## config.mk

```make
export PLATFORM = sky130hd
export DESIGN_NAME = error_reporter
export DESIGN_NICKNAME = d
export VERILOG_FILES = /design/src/rtl/error_reporter.sv
export SDC_FILE = /design/constraint.sdc
export NUM_CORES = 1
export LEC_CHECK = 0
export ABC_AREA = 1
export ABC_CLOCK_PERIOD_IN_PS = 1600
export CORE_UTILIZATION = 43
export DETAILED_ROUTE_END_ITERATION = 16
export PLACE_DENSITY = 0.77
export SETUP_SLACK_MARGIN = 0.4
export SLEW_MARGIN = 5
export SYNTH_ARGS = -nofsm -noshare
export SYNTH_HDL_FRONTEND = slang
export SYNTH_SLANG_ARGS = --single-unit
```

## constraint.sdc

```tcl
create_clock -name CLK -period 1.6 [get_ports CLK]
set_input_delay 0.4 -clock CLK [delete_from_list [all_inputs] [get_ports CLK]]
set_output_delay 0.4 -clock CLK [all_outputs]
set_load 0.01 [all_outputs]
```

## src/rtl/error_reporter.sv

```systemverilog
// Error-path transmitter: queues CMD/ADD/DATA error pulses and reports each one as a 2-byte UART frame.
// Optional merged-pulse counter on Drop_Cnt is enabled by defining ERR_DROP_CNT_EN.
module error_reporter #(
  parameter logic [7:0] ERR_HDR = 8'hEE,
  parameter int         CNT_W   = 8
) (
  input  logic             CLK,
  input  logic             RST,
  input  logic             CMDErr,
  input  logic             ADDErr,
  input  logic             DataErr,
  input  logic             TX_Ready,
  output logic [7:0]       TX_Data,
  output logic             TX_Valid,
  output logic [1:0]       Err_type,
  output logic             Err_En,
  output logic             Busy,
  output logic [CNT_W-1:0] Err_Cnt,
  output logic [CNT_W-1:0] Drop_Cnt
);

  // state | meaning
  // IDLE  | nothing in flight, waiting for a pending bit
  // SEL   | pick top-priority pending bit, clear it, strobe Err_En
  // HDR   | offer ERR_HDR byte until accepted
  // CODE  | offer error code byte until accepted
  typedef enum logic [1:0] {IDLE, SEL, HDR, CODE} state_t;

  state_t           state_q, state_nxt;
  logic [2:0]       pend_q, pend_nxt;
  logic [2:0]       pulse, sel_mask, clr;
  logic [1:0]       sel_code, err_type_q;
  logic [CNT_W-1:0] err_cnt_q;

  assign pulse = {DataErr, ADDErr, CMDErr};

  // CMD > ADD > DATA
  always_comb begin
    sel_code = 2'd0;
    sel_mask = 3'b000;
    if (pend_q[0]) begin
      sel_code = 2'd0;
      sel_mask = 3'b001;
    end else if (pend_q[1]) begin
      sel_code = 2'd1;
      sel_mask = 3'b010;
    end else if (pend_q[2]) begin
      sel_code = 2'd2;
      sel_mask = 3'b100;
    end
  end

  assign clr      = (state_q == SEL) ? sel_mask : 3'b000;
  assign pend_nxt = (pend_q & ~clr) | pulse;

  always_ff @(posedge CLK) begin
    if (RST) begin
      state_q    <= IDLE;
      pend_q     <= 3'b000;
      err_type_q <= 2'd0;
      err_cnt_q  <= '0;
    end else begin
      state_q <= state_nxt;
      pend_q  <= pend_nxt;
      if (state_q == SEL) begin
        err_type_q <= sel_code;
        if (err_cnt_q != {CNT_W{1'b1}})
          err_cnt_q <= err_cnt_q + CNT_W'(1);
      end
    end
  end

  always_comb begin
    state_nxt = state_q;
    case (state_q)
      IDLE: if (pend_q != 3'b000) state_nxt = SEL;
      SEL:  state_nxt = HDR;
      HDR:  if (TX_Ready) state_nxt = CODE;
      CODE: if (TX_Ready) state_nxt = IDLE;
      default: state_nxt = IDLE;
    endcase
  end

  // outputs depend on state only, so TX_Ready never reaches TX_Valid combinationally
  always_comb begin
    TX_Valid = 1'b0;
    TX_Data  = 8'h00;
    Err_En   = 1'b0;
    Err_type = err_type_q;
    Busy     = (state_q != IDLE);
    case (state_q)
      SEL: begin
        Err_En   = 1'b1;
        Err_type = sel_code;
      end
      HDR: begin
        TX_Valid = 1'b1;
        TX_Data  = ERR_HDR;
      end
      CODE: begin
        TX_Valid = 1'b1;
        TX_Data  = {6'b0, err_type_q};
      end
      default: ;
    endcase
  end

  assign Err_Cnt = err_cnt_q;

`ifdef ERR_DROP_CNT_EN
  logic [2:0]       merged;
  logic [CNT_W+1:0] drop_sum;
  logic [CNT_W-1:0] drop_cnt_q;

  // a pulse landing on a bit that SEL clears this cycle starts a fresh report
  assign merged   = pulse & pend_q & ~clr;
  assign drop_sum = {2'b00, drop_cnt_q} + (CNT_W+2)'(merged[0])
                  + (CNT_W+2)'(merged[1]) + (CNT_W+2)'(merged[2]);

  always_ff @(posedge CLK) begin
    if (RST)
      drop_cnt_q <= '0;
    else if (drop_sum > {2'b00, {CNT_W{1'b1}}})
      drop_cnt_q <= {CNT_W{1'b1}};
    else
      drop_cnt_q <= drop_sum[CNT_W-1:0];
  end

  assign Drop_Cnt = drop_cnt_q;
`else
  assign Drop_Cnt = '0;
`endif

endmodule

```

==> qor.yml <==
status: "complete, but fails checks"
failed_checks: "negative setup slack"
first_pass_iters: 4
cp-endpoint: "TX_Data[1]"
synth_top_cell_by_area: "dfxtp_1"
grt_first_pass_wirelength_mm: 4.08
ir_drop_uv: 1140
antenna_found_initial: 0
ff2ff_path_depth: 10
path_buf_inv: 3
drive_gt1_share_pct: 57.7
max_freq_mhz: 599
fin_crit_sh_pct: 104
cts-hold-fix-buffers: 0
end_kind: "primary output"
place_area_um2: 1200
synth_edf_count: 0
synth_ff_type: "dfxtp_1"
yosys_warnings: 0
cts_buffer_depth: 2
rr_endpoint: "Err_Cnt[7]"
rsz0062_at_grt: "yes"
dieArea_um2: 2340
path_depth: 5
cts_buffers: 3
setup.worst_path.class: "reg -> out"
initial_core_util_pct: 46.6
async_flop_share_pct: 0
setup_viol: 5
cts_tree: "built"
drtAntennaViolNets: 0
routed_wl_mm: 3.07
cts_max_level: 1
cp_top_family: "flip-flops"
regToRegSetupSlack_ps: 10
clock_latency_ps: 300
r2r_start: "state_q[1]"
p_per_area_nw_per_um2: 1460
syn2layout_area_growth_pct: 75.5
core_um2: 1980
syn_area_um2: 923
cp_common_cell: "inv_2"
drc: 0
hpwl_mm: 1.44
cp.required_ps: 1200
fin_skew_ps: 2.21
leakagePower_nw: 0.790
synth.top_cells.by_area: "dfxtp_1, buf_4, nand2_1, ha_1, inv_1"
cap_violations: 0
finalWorstSetupSlack_ps: -68.5
crit_path_cell_trace: "inv_2 -> ha_2 -> inv_2 -> nand2_1 -> buf_2"
track_usage_pct: 22.1
yosysSeqAreaShare_pct: 32.5
synth.avg_cell_area_um2: 6.84
crit_start: "state_q[0]"
rows: 16
synth_cells: 135
worstPathArrival_ps: 1270
design_area_um2: 1620
diodes: 0
drt_iter0_drc: 47
grt_pass1_vias: 1005
critPathMaxStageDelay_ps: 380
cp_slowest_cell: "dfxtp_4"
die_x_um: 48.3
grt_overflow: 0
fin_crit_ps: 1670
fill_cells: 114
cts_root_buf: "clkbuf_4"
synth.most_common_cell: "nand2_1"
vias_per_cell: 5.06
final_max_slew_viol_count: 0
ios: 35
synth_top_area_share_pct: 32.5
die_height_um: 48.3
io_buffers: 25
fin_util_pct: 81.8
crit_path_max_fanout: 4
synth.distinct_cells: 19
clk_pin_slew_ps: 100
multi_input_area_um2: 648
gp_congestion: 0.785
hold_class: "reg -> reg"
regArea_um2: 325
hold_viol: 0
synth_common_cells: "nand2_1, inv_1, nor2_1, dfxtp_1, buf_4"
grt_max_degree: 11
num-nets-final: 202
start_kind: "flip-flop"
via_count: 1093
wl_per_cell_um: 14.2
cts_sinks: 15
ys_seq_elements: 15
-- timing repair --
action                     in CTS  in global routing
gates resized for setup       124                 31
setup endpoints to repair      28                 27
pin swaps                      14                 16
buffers inserted               18                  7
-- area by class of cell --
cell class	instances	area share (%)
Inverter	22	5.41
Clock buffer	3	1.39
Multi-Input combinational cell	92	40.0
Clock inverter	1	0.309
Timing Repair Buffer	56	30.7
Sequential cell	15	20.1
Tap cell	27	2.08
-- cells in the final DEF (no fill, tap or decap), types with 5 or more instances in the layout --
cell type / count
a21oi_1: 5
a21oi_2: 6
buf_2: 7
buf_4: 22
buf_6: 22
clkdlybuf4s50_1: 5
conb_1: 9
dfxtp_1: 5
dfxtp_2: 5
dfxtp_4: 5
ha_4: 5
inv_1: 12
inv_2: 7
nand2_1: 21
nand2_2: 7
nand3_2: 7
nor2_1: 14
-- how the worst min path moves through the flow --
stage,start,endpoint,cells after the start
finish,err_type_q[1],err_type_q[1],2
global placement,Err_Cnt[5],Err_Cnt[5],2
global route,err_type_q[1],err_type_q[1],2
detailed placement,Err_Cnt[5],Err_Cnt[5],2
floorplan,err_type_q[1],err_type_q[1],2
CTS,err_type_q[1],err_type_q[1],2
-- worst min-delay path, delay by kind of cell, from the launching register on --
family | cells | cell delay (ps)
flip-flops | 1 | 340
AND/OR/NAND/NOR | 1 | 90
AO/OA/AOI/OAI | 1 | 50
-- per-layer routing --
metal	up-vias	track usage [%]	wire (um)
met5	-	0	0
met4	0	10.8	131
met3	17	4.40	141
met2	48	42.0	1640
met1	527	22.9	1160
li1	501	-	-
-- flip-flops by register name, indices dropped and copies added (netlist names) --
signal and cells:
err_type_q 2, Err_Cnt 8, pend_q 3, state_q 2
-- metrics by stage --
step | TNS, ps | instances | hold slack (ps) | total power [mW] | worst slack [ps]
finish | -250 | 216 | 520 | 2.36 | -68.5
global placement | -387 | 187 | 477 | 1.39 | -68.1
floorplan | 0 | 143 | 459 | 1.06 | 295
CTS | -29.5 | 209 | 502 | 1.91 | -14.8
global route | -556 | 216 | 546 | 2.47 | -119
detailed placement | -666 | 187 | 491 | 1.41 | -95.0
-- report_power, final --
part	total, mW	leakage (nW)	internal, mW	switching, mW
registers	0.553	0.129	0.460	0.0929
logic	1.57	0.644	0.856	0.709
clock network	0.241	0.0177	0.0932	0.147
-- logic make-up after synthesis --
| family | Yosys count | share of synthesized area [%] |
|---|---|---|
| DFF | 15 | 32.5 |
| AOI/OAI and AO/OA | 14 | 8.13 |
| adders and majority gates | 6 | 8.13 |
| and+or+nand+nor | 63 | 30.5 |
| other | 1 | 0.406 |
| buffers and inverters | 36 | 20.3 |
Power figures use the tool's default switching activity.
